[src/rtl/fpu_issue_sequencer.sv]
// Issue/completion sequencer for a combinational FPU: registers operands, holds them for a
// per-op latency (multicycle paths), then returns the captured result over valid/ready.
module fpu_issue_sequencer #(
  parameter int unsigned ADD_LAT  = 1,
  parameter int unsigned MUL_LAT  = 2,
  parameter int unsigned DIV_LAT  = 8,
  parameter int unsigned SGNJ_LAT = 1,
  parameter int unsigned CNT_W    = 4
) (
  input  logic        clk,
  input  logic        rst_n,
  input  logic        flush,
  input  logic        req_valid,
  output logic        req_ready,
  input  logic [31:0] req_rs1,
  input  logic [31:0] req_rs2,
  input  logic [2:0]  req_fpu_control,
  input  logic [2:0]  req_funct3,
  input  logic [4:0]  req_rd,
  output logic [31:0] fpu_rs1,
  output logic [31:0] fpu_rs2,
  output logic [2:0]  fpu_control,
  output logic [2:0]  fpu_funct3,
  output logic        fpu_sel,
  input  logic [31:0] fpu_result,
  output logic        rsp_valid,
  input  logic        rsp_ready,
  output logic [31:0] rsp_result,
  output logic [4:0]  rsp_rd,
  output logic        rsp_illegal,
  output logic        busy,
  output logic [31:0] op_count
);

  typedef enum logic [1:0] {StIdle, StExec, StDone} state_e;

  localparam logic [CNT_W-1:0] AddM1  = CNT_W'(ADD_LAT - 1);
  localparam logic [CNT_W-1:0] MulM1  = CNT_W'(MUL_LAT - 1);
  localparam logic [CNT_W-1:0] DivM1  = CNT_W'(DIV_LAT - 1);
  localparam logic [CNT_W-1:0] SgnjM1 = CNT_W'(SGNJ_LAT - 1);

  state_e           state_q;
  logic [CNT_W-1:0] cnt_q;
  logic [CNT_W-1:0] lat_m1;
  logic [4:0]       tag_q;
  logic             accept;
  logic             op_illegal;

  // Counter preload is latency minus one so LAT=1 captures on the first EXEC edge.
  always_comb begin
    lat_m1 = '0;
    case (req_fpu_control)
      3'b000, 3'b001: lat_m1 = AddM1;
      3'b010:         lat_m1 = MulM1;
      3'b011:         lat_m1 = DivM1;
      3'b100:         lat_m1 = SgnjM1;
      default:        lat_m1 = '0;
    endcase
  end

  assign req_ready  = rst_n & ~flush &
                      ((state_q == StIdle) | ((state_q == StDone) & rsp_ready));
  assign accept     = req_valid & req_ready;
  assign busy       = (state_q != StIdle);
  assign op_illegal = fpu_control[2] & (|fpu_control[1:0]);

  always_ff @(posedge clk or negedge rst_n) begin
    if (!rst_n) begin
      state_q     <= StIdle;
      cnt_q       <= '0;
      tag_q       <= '0;
      fpu_rs1     <= '0;
      fpu_rs2     <= '0;
      fpu_control <= '0;
      fpu_funct3  <= '0;
      fpu_sel     <= 1'b0;
      rsp_valid   <= 1'b0;
      rsp_result  <= '0;
      rsp_rd      <= '0;
      rsp_illegal <= 1'b0;
      op_count    <= '0;
    end else if (flush) begin
      state_q   <= StIdle;
      rsp_valid <= 1'b0;
    end else begin
      case (state_q)
        StIdle: ;
        StExec: begin
          if (cnt_q != '0) begin
            cnt_q <= cnt_q - CNT_W'(1);
          end else begin
            rsp_result  <= op_illegal ? 32'd0 : fpu_result;
            rsp_rd      <= tag_q;
            rsp_illegal <= op_illegal;
            rsp_valid   <= 1'b1;
            state_q     <= StDone;
          end
        end
        StDone: begin
          if (rsp_ready) begin
            op_count  <= op_count + 32'd1;
            rsp_valid <= 1'b0;
            state_q   <= StIdle;
          end
        end
        default: state_q <= StIdle;
      endcase
      // Accept can only happen in IDLE or on the DONE handshake edge; it overrides the
      // IDLE transition so back-to-back ops cost LAT+1 cycles.
      if (accept) begin
        fpu_rs1     <= req_rs1;
        fpu_rs2     <= req_rs2;
        fpu_control <= req_fpu_control;
        fpu_funct3  <= req_funct3;
        fpu_sel     <= (req_fpu_control == 3'b001);
        tag_q       <= req_rd;
        cnt_q       <= lat_m1;
        state_q     <= StExec;
      end
    end
  end

endmodule

[config.mk]
export PLATFORM = sky130hd
export DESIGN_NAME = fpu_issue_sequencer
export DESIGN_NICKNAME = d
export VERILOG_FILES = /design/src/rtl/fpu_issue_sequencer.sv
export SDC_FILE = /design/constraint.sdc
export NUM_CORES = 1
export LEC_CHECK = 0
export CORE_UTILIZATION = 46
export DETAILED_ROUTE_END_ITERATION = 8
export PLACE_DENSITY_LB_ADDON = 0.3
export SETUP_SLACK_MARGIN = 0.5
export SLEW_MARGIN = 15
export SYNTH_ARGS = -nofsm -noshare
export SYNTH_HDL_FRONTEND = slang
export SYNTH_SLANG_ARGS = --single-unit
[constraint.sdc]
create_clock -name clk -period 5.8 [get_ports clk]
set_clock_uncertainty 0.2 [all_clocks]
set_input_delay 1.16 -clock clk [delete_from_list [all_inputs] [get_ports clk]]
set_output_delay 1.16 -clock clk [all_outputs]
set_load 0.02 [all_outputs]
Word-level counts from Yosys, hierarchy flattened. Cells that the tools add are included.

Bits in registers: 153. Input bits: 112. Output and inout port bits: 144. Word-level logic and storage cells: 60.

Add/subtract/negate cells: 2. Equal/unequal tests: 10. Mux-type cells: 14. Bitwise logic cells: 8. Reduce and logical (&&, ||, !) cells: 13.

Operator list (count): $add A32 B1 Y32 const B (1); $mux W32 (1); $reduce_and A3 Y1 (5); $mux W4 (3); $ne A3 B3 Y1 const B (3); $mux W2 (4); $ne A4 B4 Y1 const B (2); $eq A3 B2 Y1 const B (2); $pmux W2 S3 (1); $pmux W3 S2 (1); $reduce_bool A2 Y1 (3); $and A1 B1 Y1 (5); $reduce_bool A4 Y1 (1); $sub A4 B1 Y4 const B (1); $eq A3 B1 Y1 const B (1); $mux W1 (3); $reduce_bool A3 Y1 (1); $eq A2 B1 Y1 const B (1); $eq A2 B2 Y1 const B (1); $logic_not A2 Y1 (1); $not A1 Y1 (2); $pmux W1 S2 (1); $reduce_and A2 Y1 (1); $reduce_or A2 Y1 (1); $or A1 B1 Y1 (1).

Logic depth before layout (Yosys ltp).
Word-level depth: 7. Depth in mapped cells: 8. Mapped depth without buffers: 7.

Worst setup path after synthesis. No wires, ideal clock.

Path type: input port to output port. Start: in rsp_ready. End: out req_ready. Arrival: 1.537 ns. Required time: 4.440 ns. Path slack: 2.903 ns. Stages on the path: 2. Path buffers: 0. Cell sequence: nand2b_1 -> and3_1.

Longest elaborated chain between the ends: 3.

Ends and longest elaborated chain: start, declared (RTL line 27) `input logic rsp_ready,`; $and A1 B1 Y1 (RTL line 62) `((state_q == StIdle) | ((state_q == StDone) & rsp_ready));`; $or A1 B1 Y1 (RTL line 62); $and A1 B1 Y1 (RTL line 61) `assign req_ready = rst_n & ~flush &`; end, declared (RTL line 14) `output logic req_ready,`.

No other way between the ends.

Worst setup path in the final report. Same ends and word-level chain as after synthesis.

==> impl_metrics.tcl <==
set metrics [dict create \
    grt_pass1_wl_um 25500 \
    die_w_um 117 \
    routabilityCongestion 0.776 \
    cts_setup_buffers 0 \
    diodes 0 \
    tightestPinTransition_ps 744 \
    hp-start "tag_q[4]" \
    synthCells 586 \
    clk_latency_ps 420 \
    worstPathRequired_ps 4440 \
    synth_area_mm2 0.00603 \
    postSynthAreaPerCell_um2 10.3 \
    cap_violations 0 \
    firstDrtPassIters 4 \
    track_usage_pct 25.0 \
    period_share_pct 69.8 \
    die_height_um 117 \
    overflow 0 \
    stdcell_area_mm2 0.00937 \
    nFillCells 921 \
    htreeDepth 4 \
    async_reset_ff_share_pct 100 \
    synth_fp_nets 700 \
    synth_edf_count 0 \
    crit_arrival_ps 2690 \
    post-route-util_pct 73.6 \
    fp.coreArea_mm2 0.0127 \
    row_count 41 \
    yosysTopAreaCell "dfrtp_1" \
    antenna_found_initial 0 \
    portBuffers 255 \
    antenna_left 0 \
    max_freq_ghz 0.247 \
    detailed_place_hpwl_um 11500 \
    die_area_mm2 0.0136 \
    rsz0062_at_grt "no" \
    tns_ps 0 \
    start_kind "primary input" \
    initial_core_util_pct 47.4 \
    post_cts_resized 0 \
    startpoint "rsp_ready" \
    ys_types 34 \
    ir_drop_v 0.000240 \
    netlist.area_leader.share_pct 63.5 \
    cts-buffers-inserted 17 \
    hold_viol 0 \
    ctsLongestPathBuffers 2 \
    path_max_fanout 4 \
    cts_hold_buf 0 \
    outcome "completed" \
    num-nets-final 952 \
    setup_violations 0 \
    multiInputGateArea_mm2 0.00205 \
    synth_seq_cells 153 \
    cts-root-buf "clkbuf_16" \
    ys_seq_area_share_pct 63.5 \
    vias_per_cell 5.01 \
    slew_headroom_pct 50.4 \
    synth_area_leaders "dfrtp_1 63%, nand2_1 15%, a22o_1 4.6%" \
    drt-initial-drc-count 279 \
    holdCritPathClass "flop to flop" \
    layout-drive-gt1-share_pct 6.11 \
    syn_to_final_growth_pct 55.2 \
    seq_area_mm2 0.00383 \
    rr_startpoint "state_q[1]" \
    drc_errors 0 \
    grt_pass1_vias 5150 \
    clkSlewWorstSetupHoldPaths_ps 50 \
    finalCriticalPeriod_ps 4050 \
    cp-end-kind "primary output" \
    p_per_area_mw_per_mm2 430 \
    synthFlopType "dfrtp_1" \
    cts_tree "built" \
    dpl_cell_area_mm2 0.00872 \
    crit_type "primary input to primary output" \
    routedWlPerCell_um 16.1 \
    slew_viol_final 0 \
    yosys.cell_count.top_type "nand2_1" \
    yosysWarnings 0 \
    boundaryPins 256 \
    num_vias 5128 \
    leakagePower_nw 4.41 \
    grt_start_max_net_pins 59 \
    cts_sinks 153 \
    finalWirelength_um 16500 \
    synthTopCellsByCount "244 x nand2_1, 153 x dfrtp_1, 32 x a22o_1" \
]
==> cell usage in the layout, fill, tap and decap left out, drive strengths merged, types with 5 or more instances in the layout <==
master         count
o21ai              5
clkbuf            21
mux2               5
xnor2             22
nor3               8
buf                6
nand4              9
nor2              15
inv                9
xor2              12
clkdlybuf4s50    254
nand2            244
a22o              32
and3               7
bufinv             5
a21oi              5
dfrtp            153
nand3             12
==> area by class of cell <==
class	count	area share [%]
Timing Repair Buffer	260	27.7
Clock buffer	21	4.81
Clock inverter	11	2.08
Inverter	9	0.361
Multi-Input combinational cell	397	21.9
Tap cell	172	2.30
Sequential cell	153	40.9
==> metal layers <==
layer	GRT usage, %	share of wire, %
met3	11.0	11
met5	0	0
met4	10.3	2.2
met2	41.7	50
met1	27.8	37
==> sequential cells by signal, summed over array words and instances (netlist names) <==
register,flops
cnt_q,4
fpu_control,3
fpu_funct3,3
fpu_rs1,32
fpu_rs2,32
fpu_sel,1
op_count,32
rsp_illegal,1
rsp_rd,5
rsp_result,32
rsp_valid,1
state_q,2
tag_q,5
==> stage by stage <==
stage          hold slack, ps  worst slack, ps  total power [W]  cells
2_1_floorplan             242             2900          0.00211    586
3_3_place_gp              256             1790          0.00280    991
3_5_place_dp              261             1760          0.00284    991
4_1_cts                   273             1750          0.00406   1023
5_1_grt                   287             1680          0.00422   1023
6_report                  268             1750          0.00402   1023
==> cell families (layout without fill, tap and decap cells) <==
| logic type | Yosys count | after routing | share of synthesized area, % |
|---|---|---|---|
| buffers and inverters | 36 | 301 | 2.61 |
| muxes | 5 | 5 | 0.933 |
| xor gates and xnor gates | 34 | 34 | 4.94 |
| DFF | 153 | 153 | 63.5 |
| and+or+nand+nor | 312 | 312 | 21.9 |
| AOI/OAI and AO/OA | 44 | 44 | 5.72 |
| adders and majority gates | 2 | 2 | 0.415 |
==> where the power goes <==
part	leakage [nW]	internal [W]	switching [W]	total, W
clock	0.303	0.000775	0.000425	0.00120
combinational	2.15	0.000659	0.000660	0.00132
sequential	1.96	0.00134	0.000164	0.00150
total	4.41	0.00278	0.00125	0.00402
==> worst paths after layout <==
kind                                 to  slack, ps  cells after the start
hold / removal                 tag_q[4]        270                      2
setup reg to reg            fpu_rs2[29]       3360                      6
max in group asynchronous   fpu_rs1[30]       3840                      2
hold reg to reg                tag_q[4]        270                      2
min in group asynchronous  op_count[18]        460                      1
setup / recovery              req_ready       1750                      4
==> worst max-delay path, cell delays in order <==
cell	delay, ps
clkdlybuf4s50_1	520
nand2b_1	140
and3_1	230
clkdlybuf4s50_1	640
Power figures use the tool's default switching activity.
